--- config.mk ---
export PLATFORM = sky130hd
export DESIGN_NAME = pipe_stage_skid
export DESIGN_NICKNAME = d
export VERILOG_FILES = /design/src/rtl/pipe_stage_skid.sv
export SDC_FILE = /design/constraint.sdc
export NUM_CORES = 1
export LEC_CHECK = 0
export ABC_CLOCK_PERIOD_IN_PS = 4400
export CORE_MARGIN = 3
export CORE_UTILIZATION = 51
export DETAILED_ROUTE_END_ITERATION = 6
export PLACE_DENSITY = 0.92
export REMOVE_ABC_BUFFERS = 1
export SKIP_LAST_GASP = 1
export SLEW_MARGIN = 20
export SYNTH_ARGS = -nofsm -noshare
export SYNTH_HDL_FRONTEND = slang
export SYNTH_SLANG_ARGS = --single-unit
--- constraint.sdc ---
create_clock -name clk -period 4.4 [get_ports clk]
set_input_delay 0.44 -clock clk [delete_from_list [all_inputs] [get_ports clk]]
set_output_delay 0.44 -clock clk [all_outputs]
set_load 0.1 [all_outputs]
--- src/rtl/pipe_stage_skid.sv ---
// Two-entry pipeline stage with a skid buffer: full throughput, registered in_ready,
// flush that inserts a bubble, and a saturating count of flushes that dropped work.
module pipe_stage_skid #(
  parameter int DATA_W     = 32,
  parameter int CTRL_W     = 8,
  parameter int CLEAR_DATA = 0
) (
  input  logic              clk,
  input  logic              rst,
  input  logic              flush,
  input  logic              in_valid,
  output logic              in_ready,
  input  logic [DATA_W-1:0] in_data,
  input  logic [CTRL_W-1:0] in_ctrl,
  output logic              out_valid,
  input  logic              out_ready,
  output logic [DATA_W-1:0] out_data,
  output logic [CTRL_W-1:0] out_ctrl,
  output logic [7:0]        drop_count
);

  localparam logic [1:0] EMPTY = 2'b00;
  localparam logic [1:0] ONE   = 2'b01;
  localparam logic [1:0] TWO   = 2'b10;

  logic [1:0]        state_q, state_d;
  logic [DATA_W-1:0] main_data_q, main_data_d;
  logic [CTRL_W-1:0] main_ctrl_q, main_ctrl_d;
  logic [DATA_W-1:0] skid_data_q, skid_data_d;
  logic [CTRL_W-1:0] skid_ctrl_q, skid_ctrl_d;
  logic [7:0]        drop_count_q, drop_count_d;
  logic              push, pop;

  function automatic logic [7:0] sat_inc(input logic [7:0] v);
    return (v == 8'hFF) ? v : v + 8'd1;
  endfunction

  // in_ready is a pure decode of the state flops, so it carries no combinational path
  assign in_ready   = ~state_q[1];
  assign out_valid  = (state_q != EMPTY);
  assign out_data   = main_data_q;
  assign out_ctrl   = main_ctrl_q;
  assign drop_count = drop_count_q;

  assign push = in_valid & in_ready;
  assign pop  = out_valid & out_ready;

  always_comb begin
    state_d      = state_q;
    main_data_d  = main_data_q;
    main_ctrl_d  = main_ctrl_q;
    skid_data_d  = skid_data_q;
    skid_ctrl_d  = skid_ctrl_q;
    drop_count_d = drop_count_q;
    if (flush) begin
      // A pop in the flush cycle completed, so only unpopped work counts as dropped
      if ((state_q == TWO) || ((state_q == ONE) && !out_ready))
        drop_count_d = sat_inc(drop_count_q);
      state_d     = EMPTY;
      main_ctrl_d = '0;
      skid_ctrl_d = '0;
      if (CLEAR_DATA != 0) begin
        main_data_d = '0;
        skid_data_d = '0;
      end
    end else begin
      case (state_q)
        EMPTY: begin
          if (push) begin
            main_data_d = in_data;
            main_ctrl_d = in_ctrl;
            state_d     = ONE;
          end
        end
        ONE: begin
          if (push && pop) begin
            main_data_d = in_data;
            main_ctrl_d = in_ctrl;
          end else if (push) begin
            skid_data_d = in_data;
            skid_ctrl_d = in_ctrl;
            state_d     = TWO;
          end else if (pop) begin
            main_ctrl_d = '0;
            state_d     = EMPTY;
          end
        end
        TWO: begin
          if (pop) begin
            main_data_d = skid_data_q;
            main_ctrl_d = skid_ctrl_q;
            state_d     = ONE;
          end
        end
        default: begin
          state_d     = EMPTY;
          main_ctrl_d = '0;
          skid_ctrl_d = '0;
        end
      endcase
    end
  end

  always_ff @(posedge clk or negedge rst) begin
    if (!rst) begin
      state_q      <= EMPTY;
      main_data_q  <= '0;
      main_ctrl_q  <= '0;
      skid_data_q  <= '0;
      skid_ctrl_q  <= '0;
      drop_count_q <= '0;
    end else begin
      state_q      <= state_d;
      main_data_q  <= main_data_d;
      main_ctrl_q  <= main_ctrl_d;
      skid_data_q  <= skid_data_d;
      skid_ctrl_q  <= skid_ctrl_d;
      drop_count_q <= drop_count_d;
    end
  end

endmodule

# Yosys cells after proc, flatten, opt, wreduce, memory -nomap -nowiden
# Index checks and enable logic that the tools add are counted.
# Widths: inputs -> output; s select.
[word_totals]
reg_bits = 90
input_bits = 45
output_inout_bits = 50
word_cells = 62
[classes]
n_reduce_logical = 14
n_eq_ne = 14
addsub = 1
muxes = 21
bitwise_logic = 6
[ops]
columns = ["op", "n"]
rows = [
  ["$mux 32", 3],
  ["$pmux 32 s3", 1],
  ["$mux 8", 8],
  ["$pmux 8 s3", 1],
  ["$pmux 8 s2", 1],
  ["$mux 2", 6],
  ["$ne 3x3->1 const B", 4],
  ["$reduce_and 4->1", 3],
  ["$add 8x1->8 const B", 1],
  ["$eq 8x8->1 const B", 1],
  ["$ne 4x3->1 const B", 2],
  ["$pmux 2 s3", 1],
  ["$reduce_and 3->1", 2],
  ["$reduce_and 5->1", 1],
  ["$ne 2x1->1 const B", 2],
  ["$ne 2x2->1 const B", 2],
  ["$ne 4x4->1 const B", 1],
  ["$not 1->1", 4],
  ["$reduce_bool 3->1", 1],
  ["$and 1x1->1", 2],
  ["$eq 2x1->1 const B", 1],
  ["$eq 2x2->1 const B", 1],
  ["$logic_and 1x1->1", 2],
  ["$logic_not 2->1", 1],
  ["other kinds (4)", 4],
]

# Longest topological paths before layout
# Gate-level depths: netlist of run 1.
[depth]
word_depth = 7
depth_mapped = 7
ltp_nobuf = 5

# Least setup slack after synthesis of run 1
# OpenSTA, ideal clock, no wires.
[synth_timing]
path_kind = "reg2out"
startpoint = "register state_q[1]"
endpoint = "output port out_valid"
required_ps = 3960
path_slack_ps = 1909
stages_incl_launch_ff = 5
path_buffers = 2
arrival_time_ps = 2051
path_cell_list = "dfrtp_1 > buf_6 > buf_6 > inv_1 > nand2_1"
[synth_via]
elab_chain_len = 1
[synth_rtl]
columns = ["element", "line_no", "text"]
rows = [
  ["from (decl)", "26", "logic [1:0] state_q, state_d;"],
  ["from (signal assigned)", "113", "state_q <= state_d;"],
  ["$reduce_bool 2->1", "40", "assign out_valid = (state_q != EMPTY);"],
  ["to (decl)", "15", "output logic out_valid,"],
]
# Every way passes these cells.

# Worst setup path in the final report of run 1
# Same ends and word-level chain as after synthesis.

==> flow_summary.ini, run 1 <==
[die]
num_rows = 32
die_w_um = 97.75
io_pins = 95
die-height_um = 97.75
core_region_area_um2 = 7928
dieArea_um2 = 9554
start_util_pct = 54.15

[detailed_routing]
viasPerCell = 5.447
vias = 2756
drc = 0
routed_wl_mm = 8.745
drtIter0Drc = 126
drtAntennaViolNets = 0
wl_per_cell_um = 17.28
drt_pass1_iterations = 4

[yosys]
yosysSeqAreaShare_pct = 52.46
ys_ff_latch = 90
synthCells = 309
ys_top_cells_by_area = dfrtp_1 52%, mux2_2 19%, mux2_4 7.0%, mux2i_1 3.7%, buf_6 2.4%
synth_edf_count = 0
avgSynthCellArea_um2 = 13.89
async_reset_ff_share_pct = 100.0
yosys.area.top_type_share_pct = 52.46
yosys.area.top_type = dfrtp_1
yosys_warnings = 0
syn-cell-area_um2 = 4293
synth_cell_type_count = 36
synth_ff_type = dfrtp_1

[grt]
first_global_vias = 2920
grt_max_degree = 91
gr-total-overflow = 0
grt_pass1_wl_mm = 14.42
track_usage_pct = 18.41
antenna_found_initial = 0

[timing]
layout_setup_ws_ns = 1.308
timing.fmax_mhz = 323.4
fin_setup_tns_ns = 0
fin_skew_ns = 0.01267
fin_crit_ns = 3.093
rsz0062_at_grt = no
setup_viol = 0
min_period_over_period_pct = 70.28
max_slew.worst_pin.slew_ns = 0.9914
slew_headroom_pct = 33.70
finalMaxSlewViolations = 0
final-hold-violation-count = 0

[critical_path]
reg2reg_to = drop_count[5]
reg2reg_from = state_q[1]
cp.arrival_ns = 2.65
worst_setup_path_start_kind = flip-flop
crit_path_cell_trace = inv_1 > nand2_1 > clkdlybuf4s50_1
critPathCaptureType = output pin
reg2reg_depth = 5
startpoint = state_q[1]
cp_num_cells = 3
path_delay_family = buffers and inverters
crit_fanout = 16
cp-endpoint = out_valid
slowest_stage = clkdlybuf4s50_1
crit_required_ns = 3.96
r2r_slack_ns = 1.89
crit_buf_inv = 2
slowest_delay_ns = 1.13
worstSetupPathType = reg -> out

[power_and_ir_drop]
ir_worst_vdd_uv = 341.7
p_leak_nw = 2.377
power_density_nw_per_um2 = 522.8

[layout]
finalNonFillerCells = 506
layout.nets = 445
postLayoutCoreUtil_pct = 69.29
drive_gt1_share_pct = 29.46
syn2layout_area_growth_pct = 27.95
num_antenna_cells = 0

[placed_design]
gp_congestion = 0.8016
port_buffers = 94
place_inst = 488
dp_hpwl_mm = 5.885
pre_cts_ws_ns = 1.522

[cts]
htree_levels = 3
root_buffer = clkbuf_8
cts_hold_buf = 0
cts.clk_slew.worst_paths_ns = 0.09
cts_tree = yes
clock_path_buffers = 2
cts_sinks = 90
cts_resized = 0
cts_setup_buffers = 0
insertion_delay_ns = 0.35
cts_made_buffers = 9

[outcome]
status = completed

[run]
drv_cap = 0

[hold_path]
min_path_type = in -> async
-- layout by cell type (no fill, tap or decap), types with 2 or more instances in the layout --
cell type | netlist | layout
a22o_1 | 8 | 8
nand4_1 | 2 | 2
mux2_1 | 6 | 6
mux2_4 | 20 | 20
a21oi_1 | 6 | 6
nor3b_1 | 2 | 2
nand2_1 | 17 | 17
clkbuf_8 | 0 | 10
o2bb2ai_1 | 8 | 8
and3_1 | 4 | 4
mux2i_1 | 16 | 16
nor3_1 | 2 | 2
nor2_1 | 5 | 5
dfrtp_1 | 90 | 90
clkinv_2 | 0 | 2
xor2_1 | 2 | 2
mux2_2 | 74 | 74
inv_1 | 11 | 11
o21ai_0 | 3 | 3
clkdlybuf4s50_1 | 0 | 93
bufinv_16 | 0 | 2
nand2b_1 | 2 | 2
-- worst min-delay path by stage --
stage,start,end
CTS,rst,out_ctrl[1]
detailed placement,skid_data_q[10],skid_data_q[10]
global route,rst,out_ctrl[1]
global placement,skid_data_q[13],skid_data_q[13]
floorplan,rst,drop_count[0]
finish,rst,out_ctrl[1]
-- cells by family after synthesis --
group           synth area share (%)
mux                            32.03
flops                          52.46
simple gates                   5.042
compound gates                 5.305
buf+inv                        4.255
xor+xnor                      0.6122
fa+ha+maj                     0.2914
-- metal layers --
metal,track usage (%),up-vias,wire (µm)
li1,-,1280,-
met1,23.52,1385,3833
met2,31.52,84,4411
met3,3.643,7,434
met4,6.070,0,65
met5,0,-,0
-- state kept, by name, summed over array words and instances (netlist names) --
register     flops
out_ctrl         8
state_q          2
out_data        32
drop_count       8
skid_data_q     32
skid_ctrl_q      8
-- cells in the mapped netlist, types with 2 or more instances --
library cell and instances:
a21oi_1 6, a22o_1 8, and3_1 4, buf_2 5
buf_6 9, clkbuf_1 2, dfrtp_1 90, inv_1 11
mux2_1 6, mux2_2 74, mux2_4 20, mux2i_1 16
nand2_1 17, nand2b_1 2, nand4_1 2, nor2_1 5
nor3_1 2, nor3b_1 2, o21ai_0 3, o2bb2ai_1 8
xor2_1 2
-- through the flow --
step | hold WS (ns) | cell area [µm²] | power [W]
after CTS | 0.3348 | 5441 | 0.002884
final | 0.1461 | 5493 | 0.002872
after floorplan | 0.1444 | 4151 | 0.001953
after global routing | 0.1968 | 5493 | 0.002979
after global placement | 0.4806 | 5223 | 0.002233
after detailed placement | 0.4870 | 5223 | 0.002270
-- cell type report --
class                   instances  area [µm²]
inverters                      11       41.29
clock inverters                 5       77.57
fillers                       550        2435
clock buffers                  11       141.4
multi-input cells             191        1863
repair buffers                 96       989.7
flip-flops and latches         90        2252
well taps                     102       127.6
-- where the power goes --
part | switching [W] | internal, W | total (W) | leakage, nW
Sequential | 0.000109 | 0.000996 | 0.00111 | 1.12
Clock | 0.000286 | 0.000334 | 0.000620 | 0.109
Combinational | 0.000792 | 0.000355 | 0.00115 | 1.15
Total | 0.00119 | 0.00169 | 0.00287 | 2.38
(Power assumes the default switching activity.)
==> run 2, diff against run 1 <==
- ABC_CLOCK_PERIOD_IN_PS: 4400 -> 2500
- CORE_UTILIZATION: 51 -> 46
- PLACE_DENSITY: 0.92 -> 0.88
- clock period: 4.4 -> 2.5 ns (I/O delays scaled with it)
==> flow_summary.ini, run 2 (synthesis results as in run 1) <==
[outcome]
status = completed

[power_and_ir_drop]
total_power_w = 0.005224
power_density_nw_per_um2 = 950.6
ir_worst_vdd_uv = 693.0
p_leak_nw = 2.503

[timing]
max_slew.worst_pin.slew_ns = 0.5204
final-hold-violation-count = 0
rsz0062_at_grt = no
setup_viol = 0
fin_crit_ns = 1.921
fin_skew_ns = 0.007703
finalMaxSlewViolations = 0
fin_setup_tns_ns = 0
min_period_over_period_pct = 76.83
timing.fmax_mhz = 520.6
slew_headroom_pct = 65.23

[grt]
grt_max_degree = 56
track_usage_pct = 16.99
antenna_found_initial = 0
first_global_vias = 2921
grt_pass1_wl_mm = 14.17
gr-total-overflow = 0

[cts]
htree_levels = 3
cts_made_buffers = 9
cts_sinks = 90
cts.clk_slew.worst_paths_ns = 0.09
root_buffer = clkbuf_8
insertion_delay_ns = 0.34
cts_tree = yes
clock_path_buffers = 2

[critical_path]
crit_required_ns = 2.73
reg2reg_from = state_q[1]
r2r_slack_ns = 0.58
cp.arrival_ns = 2.15
critPathCaptureType = flip-flop
startpoint = state_q[1]
worst_setup_path_start_kind = flip-flop
worstSetupPathType = reg -> reg
reg2reg_to = out_data[9]
crit_fanout = 32
reg2reg_depth = 6

[detailed_routing]
vias = 2758
drt_pass1_iterations = 4
viasPerCell = 5.314
drtIter0Drc = 72
drtAntennaViolNets = 0
drc = 0
wl_per_cell_um = 16.33
routed_wl_mm = 8.476

[die]
io_pins = 95
start_util_pct = 48.28
num_rows = 34
core_region_area_um2 = 8891
die_w_um = 102.6
dieArea_um2 = 10530
die-height_um = 102.6

[placed_design]
dpl_cell_area_um2 = 5215
dp_hpwl_mm = 6.009
gp_congestion = 0.8118
place_inst = 502
port_buffers = 94

[layout]
register_area_um2 = 2252
finalNonFillerCells = 519
syn2layout_area_growth_pct = 28.01
num_antenna_cells = 0
layout.nets = 452
drive_gt1_share_pct = 42.82
fin_area_um2 = 5495
multiInputGateArea_um2 = 1863
layout_commonest_cell = dfrtp_1
num-fill-cells = 704
layout_common_cells = 90 x dfrtp_1, 74 x mux2_2, 55 x buf_4

[hold_path]
min_path_type = in -> async

[run]
drv_cap = 0
-- run 2: changes by cell type in the layout (fill, tap and decap cells not counted), moves of 2 or more --
cell | before | now
clkinv_2 | 2 | 0
clkdlybuf4s50_1 | 93 | 43
bufinv_16 | 2 | 4
buf_12 | 1 | 4
inv_6 | 0 | 3
buf_4 | 0 | 55
-- run 2: final cells by class --
type                    count  area share (%)
clock buffers               9           2.254
multi-input cells         191           33.90
repair buffers            103           16.99
clock inverters             7           2.664
inverters                  11          0.7514
flip-flops and latches     90           40.98
well taps                 108           2.459
-- run 2: worst max-delay path by stage --
stage,end,slack (ns)
floorplan,out_valid,0.10
global placement,out_data[16],0.50
detailed placement,out_data[16],0.44
CTS,out_data[9],0.58
global route,out_data[11],0.49
finish,out_data[9],0.58
-- run 2: per-layer routing --
metal	part of all wire [%]	wire [µm]	vias to the layer above	global-route usage [%]
met5	0	0	-	0
met4	0.67	57	0	3.128
met3	8.0	674	7	6.089
met2	48	4082	86	28.05
met1	43	3661	1364	21.84
li1	-	-	1301	-
-- run 2: critical path: stages, from the launching register on --
cell and delay [ns]:
dfrtp_1 0.36, buf_4 0.25, mux2i_2 0.32, nor2_2 0.09, o21bai_4 0.17, buf_12 0.24, mux2_2 0.37
-- run 2: timing repair --
item,4_1_cts,5_1_grt
gates resized for setup,0,0
hold buffers,1,0
hold endpoints to repair,35,0
buffers inserted,0,0
-- run 2: through the flow --
step                util [%]  hold slack (ns)  worst slack, ns
global placement       58.65           0.2366           0.4974
CTS                    61.81           0.4039           0.5805
finish                 61.81           0.4028           0.5792
detailed placement     58.65           0.2432           0.4392
global route           61.81           0.4311           0.4947
floorplan                  -         -0.04559           0.1008
-- run 2: where the power goes --
group	leakage (nW)	internal (W)	switching [W]
logic	1.25	0.000579	0.00140
clock network	0.135	0.000776	0.000532
registers	1.12	0.00175	0.000187
